==> src/rtl/regfile_pkg.sv <==
// Shared constants and flattened-bus helpers for the pipelined register file.
package regfile_pkg;

    localparam int unsigned DEF_DATA_W   = 32;
    localparam int unsigned DEF_NUM_REGS = 16;
    localparam int unsigned DEF_ADDR_W   = 4;
    localparam int unsigned DEF_NUM_RD   = 3;
    localparam int unsigned DEF_PC_IDX   = 15;
    localparam int unsigned DEF_LR_IDX   = 14;

    // LSB of field k in a bus made of equal-width fields of width w.
    function automatic int unsigned fieldLsb(input int unsigned k, input int unsigned w);
        return k * w;
    endfunction

    // The PC is not stored, so indices above it shift down by one slot.
    function automatic int unsigned storeSlot(input int unsigned idx, input int unsigned pcIdx);
        return (idx > pcIdx) ? idx - 1 : idx;
    endfunction

endpackage

==> src/rtl/regfile_scoreboard_if.sv <==
// Decode/issue and write-back bundle between the core and the register file.
interface regfile_scoreboard_if #(
    parameter int unsigned DATA_W = 32,
    parameter int unsigned ADDR_W = 4,
    parameter int unsigned NUM_RD = 3
) ();

    logic [NUM_RD*ADDR_W-1:0] rd_addr;
    logic [NUM_RD*DATA_W-1:0] rd_data;
    logic [NUM_RD-1:0]        rd_used;
    logic [DATA_W-1:0]        pc_val;
    logic                     issue_valid;
    logic [ADDR_W-1:0]        issue_dest;
    logic                     stall;
    logic                     wb_en;
    logic [ADDR_W-1:0]        wb_addr;
    logic [DATA_W-1:0]        wb_data;
    logic                     link_en;
    logic [DATA_W-1:0]        link_data;
    logic                     write_to_pc;

    modport master (
        output rd_addr, rd_used, pc_val, issue_valid, issue_dest,
        output wb_en, wb_addr, wb_data, link_en, link_data,
        input  rd_data, stall, write_to_pc
    );

    modport slave (
        input  rd_addr, rd_used, pc_val, issue_valid, issue_dest,
        input  wb_en, wb_addr, wb_data, link_en, link_data,
        output rd_data, stall, write_to_pc
    );

endinterface

==> src/rtl/regfile_scoreboard_sb.sv <==
// Pending-write scoreboard: one bit per register, drives the decode stall.
module regfile_scoreboard_sb #(
    parameter int unsigned NUM_REGS = 16,
    parameter int unsigned ADDR_W   = 4,
    parameter int unsigned NUM_RD   = 3,
    parameter int unsigned BYPASS   = 1
) (
    input  logic                     clk,
    input  logic                     reset,
    input  logic [NUM_RD*ADDR_W-1:0] rd_addr,
    input  logic [NUM_RD-1:0]        rd_used,
    input  logic                     issue_valid,
    input  logic [ADDR_W-1:0]        issue_dest,
    input  logic                     wb_en,
    input  logic [ADDR_W-1:0]        wb_addr,
    output logic                     stall
);
    import regfile_pkg::*;

    logic [NUM_REGS-1:0] pendingQ;
    logic [NUM_REGS-1:0] pendingD;
    logic                stallComb;

    always_comb begin
        logic [ADDR_W-1:0] addr;
        logic              wbHit;
        stallComb = 1'b0;
        addr      = '0;
        wbHit     = 1'b0;
        for (int k = 0; k < NUM_RD; k++) begin
            addr  = rd_addr[fieldLsb(k, ADDR_W) +: ADDR_W];
            wbHit = (BYPASS != 0) && wb_en && (wb_addr == addr);
            if (rd_used[k] && pendingQ[addr] && !wbHit) begin
                stallComb = 1'b1;
            end
        end
        // WAW: a second producer may not issue until the first has written back.
        if (issue_valid && pendingQ[issue_dest] && !(wb_en && (wb_addr == issue_dest))) begin
            stallComb = 1'b1;
        end
    end

    assign stall = stallComb;

    // Set is applied after clear so a freshly issued producer keeps its bit.
    always_comb begin
        pendingD = pendingQ;
        if (wb_en) begin
            pendingD[wb_addr] = 1'b0;
        end
        if (issue_valid && !stallComb) begin
            pendingD[issue_dest] = 1'b1;
        end
    end

    always_ff @(posedge clk or negedge reset) begin
        if (!reset) begin
            pendingQ <= '0;
        end else begin
            pendingQ <= pendingD;
        end
    end

endmodule

==> src/rtl/regfile_scoreboard.sv <==
// Pipelined register file: N read ports, write-back and link writes, PC substitution,
// optional write-to-read bypass and a pending-write scoreboard for decode stalls.
module regfile_scoreboard
    import regfile_pkg::*;
#(
    parameter int unsigned DATA_W    = DEF_DATA_W,
    parameter int unsigned NUM_REGS  = DEF_NUM_REGS,
    parameter int unsigned ADDR_W    = DEF_ADDR_W,
    parameter int unsigned NUM_RD    = DEF_NUM_RD,
    parameter int unsigned PC_IDX    = DEF_PC_IDX,
    parameter int unsigned LR_IDX    = DEF_LR_IDX,
    parameter int unsigned PC_OFFSET = 8,
    parameter int unsigned BYPASS    = 1
) (
    input logic           clk,
    input logic           reset,
    regfile_scoreboard_if.slave bus
);

    localparam int unsigned       NumSlots = NUM_REGS - 1;
    localparam logic [ADDR_W-1:0] PcAddr   = ADDR_W'(PC_IDX);
    localparam logic [ADDR_W-1:0] LrAddr   = ADDR_W'(LR_IDX);
    localparam logic [DATA_W-1:0] PcOffset = DATA_W'(PC_OFFSET);

    logic [DATA_W-1:0]        regsQ [NumSlots];
    logic [NUM_RD*DATA_W-1:0] rdData;
    logic                     bypassOk;

    function automatic logic [ADDR_W-1:0] slotAddr(input int unsigned slot);
        return ADDR_W'((slot >= PC_IDX) ? slot + 1 : slot);
    endfunction

    // Link write takes priority over a write-back to the same register.
    always_ff @(posedge clk or negedge reset) begin
        if (!reset) begin
            for (int i = 0; i < NumSlots; i++) begin
                regsQ[i] <= '0;
            end
        end else begin
            for (int i = 0; i < NumSlots; i++) begin
                if (bus.link_en && (slotAddr(i) == LrAddr)) begin
                    regsQ[i] <= bus.link_data;
                end else if (bus.wb_en && (bus.wb_addr == slotAddr(i))) begin
                    regsQ[i] <= bus.wb_data;
                end
            end
        end
    end

    // Bypass is suppressed during reset so non-PC reads stay at zero.
    assign bypassOk = (BYPASS != 0) && reset;

    always_comb begin
        logic [ADDR_W-1:0] addr;
        logic [ADDR_W-1:0] slot;
        logic [DATA_W-1:0] val;
        rdData = '0;
        addr   = '0;
        slot   = '0;
        val    = '0;
        for (int k = 0; k < NUM_RD; k++) begin
            addr = bus.rd_addr[fieldLsb(k, ADDR_W) +: ADDR_W];
            slot = ADDR_W'(storeSlot(int'(addr), PC_IDX));
            if (addr == PcAddr) begin
                val = bus.pc_val + PcOffset;
            end else if (bypassOk && bus.link_en && (addr == LrAddr)) begin
                val = bus.link_data;
            end else if (bypassOk && bus.wb_en && (addr == bus.wb_addr)) begin
                val = bus.wb_data;
            end else begin
                val = regsQ[slot];
            end
            rdData[fieldLsb(k, DATA_W) +: DATA_W] = val;
        end
    end

    assign bus.rd_data     = rdData;
    assign bus.write_to_pc = bus.wb_en && (bus.wb_addr == PcAddr);

    regfile_scoreboard_sb #(
        .NUM_REGS (NUM_REGS),
        .ADDR_W   (ADDR_W),
        .NUM_RD   (NUM_RD),
        .BYPASS   (BYPASS)
    ) u_sb (
        .clk         (clk),
        .reset       (reset),
        .rd_addr     (bus.rd_addr),
        .rd_used     (bus.rd_used),
        .issue_valid (bus.issue_valid),
        .issue_dest  (bus.issue_dest),
        .wb_en       (bus.wb_en),
        .wb_addr     (bus.wb_addr),
        .stall       (bus.stall)
    );

endmodule

==> src/flat_wrapper.sv <==
// flat-port wrapper written by rule: the top's interface ports become plain ports
module regfile_scoreboard_flat import regfile_pkg::*;
#(
    parameter int unsigned DATA_W    = DEF_DATA_W,
    parameter int unsigned NUM_REGS  = DEF_NUM_REGS,
    parameter int unsigned ADDR_W    = DEF_ADDR_W,
    parameter int unsigned NUM_RD    = DEF_NUM_RD,
    parameter int unsigned PC_IDX    = DEF_PC_IDX,
    parameter int unsigned LR_IDX    = DEF_LR_IDX,
    parameter int unsigned PC_OFFSET = 8,
    parameter int unsigned BYPASS    = 1
)
  (clk, reset, bus_rd_addr, bus_rd_used, bus_pc_val, bus_issue_valid, bus_issue_dest, bus_wb_en, bus_wb_addr, bus_wb_data, bus_link_en, bus_link_data, bus_rd_data, bus_stall, bus_write_to_pc);
  regfile_scoreboard_if #(.DATA_W(DATA_W), .ADDR_W(ADDR_W), .NUM_RD(NUM_RD)) bus_i ();
  input logic clk;
  input logic reset;
  input wire logic [$bits(bus_i.rd_addr)-1:0] bus_rd_addr;
  input wire logic [$bits(bus_i.rd_used)-1:0] bus_rd_used;
  input wire logic [$bits(bus_i.pc_val)-1:0] bus_pc_val;
  input wire logic [$bits(bus_i.issue_valid)-1:0] bus_issue_valid;
  input wire logic [$bits(bus_i.issue_dest)-1:0] bus_issue_dest;
  input wire logic [$bits(bus_i.wb_en)-1:0] bus_wb_en;
  input wire logic [$bits(bus_i.wb_addr)-1:0] bus_wb_addr;
  input wire logic [$bits(bus_i.wb_data)-1:0] bus_wb_data;
  input wire logic [$bits(bus_i.link_en)-1:0] bus_link_en;
  input wire logic [$bits(bus_i.link_data)-1:0] bus_link_data;
  output wire logic [$bits(bus_i.rd_data)-1:0] bus_rd_data;
  output wire logic [$bits(bus_i.stall)-1:0] bus_stall;
  output wire logic [$bits(bus_i.write_to_pc)-1:0] bus_write_to_pc;
  assign bus_i.rd_addr = bus_rd_addr;
  assign bus_i.rd_used = bus_rd_used;
  assign bus_i.pc_val = bus_pc_val;
  assign bus_i.issue_valid = bus_issue_valid;
  assign bus_i.issue_dest = bus_issue_dest;
  assign bus_i.wb_en = bus_wb_en;
  assign bus_i.wb_addr = bus_wb_addr;
  assign bus_i.wb_data = bus_wb_data;
  assign bus_i.link_en = bus_link_en;
  assign bus_i.link_data = bus_link_data;
  assign bus_rd_data = bus_i.rd_data;
  assign bus_stall = bus_i.stall;
  assign bus_write_to_pc = bus_i.write_to_pc;
  regfile_scoreboard #(.DATA_W(DATA_W), .NUM_REGS(NUM_REGS), .ADDR_W(ADDR_W), .NUM_RD(NUM_RD), .PC_IDX(PC_IDX), .LR_IDX(LR_IDX), .PC_OFFSET(PC_OFFSET), .BYPASS(BYPASS)) u_core (.clk(clk), .reset(reset), .bus(bus_i));
endmodule
==> config.mk <==
export PLATFORM = sky130hd
export DESIGN_NAME = regfile_scoreboard_flat
export DESIGN_NICKNAME = d
export VERILOG_FILES = /design/src/rtl/regfile_pkg.sv /design/src/rtl/regfile_scoreboard_if.sv /design/src/rtl/regfile_scoreboard_sb.sv /design/src/rtl/regfile_scoreboard.sv /design/src/flat_wrapper.sv
export SDC_FILE = /design/constraint.sdc
export NUM_CORES = 2
export LEC_CHECK = 0
export BUFFER_PORTS_ARGS = -buffer_cell sky130_fd_sc_hd__buf_4
export CAP_MARGIN = 10
export CORE_MARGIN = 10
export CORE_UTILIZATION = 30
export CTS_BUF_LIST = sky130_fd_sc_hd__clkbuf_4 sky130_fd_sc_hd__clkbuf_8
export DETAILED_ROUTE_END_ITERATION = 8
export PLACE_DENSITY = 0.52
export SKIP_LAST_GASP = 1
export SYNTH_ARGS = -nofsm -noshare
export SYNTH_HDL_FRONTEND = slang
export SYNTH_HIERARCHICAL = 1
export SYNTH_SLANG_ARGS = --single-unit
==> constraint.sdc <==
create_clock -name clk -period 5.25 [get_ports clk]
set_clock_uncertainty 0.15 [all_clocks]
set_input_delay 1.05 -clock clk [delete_from_list [all_inputs] [get_ports clk]]
set_output_delay 1.05 -clock clk [all_outputs]
set_load 0.005 [all_outputs]
==> results.sh <==
export IMPL_fin_nets=3071
export IMPL_clock_sinks=496
export IMPL_relSlewSlack=0.196
export IMPL_fp_row_count=123
export IMPL_dpl_worst_slack_ps=352
export IMPL_hold_worst_slack_ps=376
export IMPL_core_mm2=0.113
export IMPL_tightestPinTransition_ps=1200
export IMPL_area_delta_synth_final_pct=17.3
export IMPL_violations="negative setup slack"
export IMPL_cts_clk_slew_worst_paths_ps=60
export IMPL_synth_xor_area_share=0.0141
export IMPL_synth_top_family_by_area="multiplexers"
export IMPL_crit_end="bus_rd_data[50]"
export IMPL_route_detailed_drc=0
export IMPL_initial_utilization=0.303
export IMPL_cts_setup_buffers=0
export IMPL_ys_seq_elements=496
export IMPL_final_common_cell="dfrtp_1"
export IMPL_vdd_drop_max_v=0.000196
export IMPL_fin_cells=4523
export IMPL_wire_per_inst_um=31.7
export IMPL_async_flop_share=1.00
export IMPL_drv_slew=0
export IMPL_drt_wl_total_um=143000
export IMPL_seq_power_share=0.390
export IMPL_clkLatencyLatePin_ps=760
export IMPL_swShare=0.322
export IMPL_path_class="in2out"
export IMPL_drive_gt1_frac=0.444
export IMPL_synthSimpleGateAreaFrac=0.0639
export IMPL_p_comb_frac=0.305
export IMPL_setup_slack_ps=-23.1
export IMPL_reg2reg_to="u_core/u_sb/pendingQ[5]$_DFF_PN0_"
export IMPL_netlist_area_mm2=0.0342
export IMPL_yosys_area_top_type="dfrtp_1"
export IMPL_reg2reg_from="u_core/u_sb/pendingQ[13]$_DFF_PN0_"
export IMPL_endpoint_kind="primary output"
export IMPL_cp_data_required_time_ps=4050
export IMPL_gp_congestion=0.864
export IMPL_synth_area_per_cell_um2=12.3
export IMPL_startpoint="reset"
export IMPL_chipHeight_um=357
export IMPL_synth_ff_type="dfrtp_1"
export IMPL_drt_iter0_markers=3188
export IMPL_yosysTopAreaCellShare=0.363
export IMPL_synth_area_mux_share=0.428
export IMPL_clock_path_buffers=3
export IMPL_status="finished with violations"
export IMPL_first_pass_iters=7
export IMPL_num_vias=27300
export IMPL_grt_setup_unrepaired="false"
export IMPL_dieArea_mm2=0.128
export IMPL_path_max_fanout=22
export IMPL_dpl_cell_count=4348
export IMPL_setup_violations=1
export IMPL_grt_max_degree=74
export IMPL_power_internal_mw=9.77
export IMPL_final_antenna_net_count=0
export IMPL_grt_overflow=0
export IMPL_cts_tree="built"
export IMPL_final_cell_mix="dfrtp_1, mux2_2, buf_4"
export IMPL_grt_usage=0.219
export IMPL_synth_cells=2774
export IMPL_hpwl_um=95000
export IMPL_viasPerCell=6.03
export IMPL_cts_htree_levels=3
export IMPL_synth_compound_area_share=0.0873
export IMPL_antenna_found_initial=12
export IMPL_synth_fp_nets=2899
export IMPL_period_minus_slack_ps=5270
export IMPL_maxCapViolCount=0
export IMPL_io_pins=222
export IMPL_clock_fmax_ghz=0.190
export IMPL_p_per_area_mw_per_mm2=360
export IMPL_hold_viol=0
export IMPL_finalPower_mw=14.4
export IMPL_ys_types=63
export IMPL_yosysWarnings=6
export IMPL_worst_r2r_cell_count=7
export IMPL_root_buffer="clkbuf_8"
export IMPL_numPortBuffers=221
export IMPL_ys_top_cells_by_area="dfrtp_1, mux4_2, mux2_2"
export IMPL_grt_pass1_wl_um=205000
export IMPL_fin_crit_sh=1.00
export IMPL_dieWidth_um=357
export IMPL_synthAdderAreaFrac=0.000366
export IMPL_arrival_ps=4070
export IMPL_min_path_type="reg2reg"
export IMPL_grt_pass1_vias=27300
export IMPL_p_sw_mw=4.64
export IMPL_setup_worst_path_start_class="primary input"
export IMPL_yosysSeqAreaShare=0.363
export IMPL_pwr_share_clk=0.305
export IMPL_leakagePower_nw=16.3
export IMPL_r2r_slack_ps=2880
export IMPL_worstHoldStart="u_core/regsQ[414]$_DFFE_PN0P_"
export IMPL_cts_buffers=95
export IMPL_synth_edf_count=0
through the flow:
| stage | util | setup TNS (ps) | instance area, µm² |
|---|---|---|---|
| 2_1_floorplan | - | 0 | 34200 |
| 3_3_place_gp | 0.336 | 0 | 37900 |
| 3_5_place_dp | 0.336 | 0 | 37900 |
| 4_1_cts | 0.355 | 0 | 40100 |
| 5_1_grt | 0.355 | 0 | 40100 |
| 6_report | 0.355 | -23.1 | 40100 |
repair_timing:
action                                 in CTS  in global routing
setup endpoints to repair                   0                  1
gates resized for setup                     0                  1
endpoints found under the hold margin      17                  0
hold buffers                                1                  0
power by group through the flow:
stage | logic, mW | registers (mW) | clock network, mW
after floorplan | 3.00 | 5.33 | 0
after global placement | 4.34 | 5.60 | 0
after detailed placement | 4.39 | 5.64 | 0
after CTS | 4.40 | 5.57 | 4.49
after global routing | 4.70 | 5.73 | 4.64
final | 4.40 | 5.61 | 4.39
logic make-up after synthesis:
| family | Yosys count |
|---|---|
| xor+xnor | 55 |
| fa+ha+maj | 1 |
| simple gates | 473 |
| compound gates | 453 |
| mux | 987 |
| buf+inv | 309 |
| flops | 496 |
synthesized netlist by cell type, types with 8 or more instances:
cell type	instances
nor2_1	146
o41ai_1	8
dfrtp_1	496
mux4_1	16
inv_1	10
o22ai_1	70
nor3_1	27
buf_1	21
o211ai_1	31
clkbuf_1	149
a211oi_1	76
o2bb2ai_1	9
xnor2_1	23
nand3_1	27
nor4_1	9
xor2_1	32
mux2i_1	225
nand3b_1	16
nand4_1	12
a22oi_1	15
a21oi_1	25
buf_6	11
nand2b_1	13
nand2_1	174
nor2b_1	17
mux2_2	432
buf_4	15
mux4_2	314
o221ai_1	17
buf_2	98
o21ai_0	162
o41ai_2	9
how the worst min path moves through the flow:
stage,end,cells after the start
3_5_place_dp,u_core/regsQ[414]$_DFFE_PN0P_,2
2_1_floorplan,u_core/regsQ[387]$_DFFE_PN0P_,2
6_report,u_core/regsQ[414]$_DFFE_PN0P_,2
5_1_grt,u_core/regsQ[422]$_DFFE_PN0P_,2
4_1_cts,u_core/regsQ[414]$_DFFE_PN0P_,2
3_3_place_gp,u_core/regsQ[414]$_DFFE_PN0P_,2
routing by layer:
metal | up-vias | wire length [µm] | part of all wire | track usage
li1 | 11100 | - | - | -
met1 | 14400 | 60400 | 0.42 | 0.297
met2 | 1474 | 62800 | 0.44 | 0.326
met3 | 295 | 14500 | 0.10 | 0.0693
met4 | 16 | 5440 | 0.038 | 0.0761
met5 | - | 98 | 0.00068 | 0
area by class of cell:
cell class,instances,area [µm²]
Fill cell,11200,72700
Multi-Input combinational cell,1969,20400
Sequential cell,496,12400
Timing Repair Buffer,373,3160
Clock buffer,149,1890
Tap cell,1500,1880
Clock inverter,24,288
Inverter,11,41.3
Antenna cell,1,2.50
critical path, stage by stage:
cell and delay [ps]:
dlygate4sd3_1 560, buf_8 220, nand2_1 130, or3_2 540
nand2_2 100, buf_4 320, a211oi_1 120, a211oi_1 730
buf_4 240
registers in the layout (all words and copies together), names as in the netlist:
signal,flops
u_core/regsQ,480
u_core/u_sb/pendingQ,16
Power figures use the tool's default switching activity.
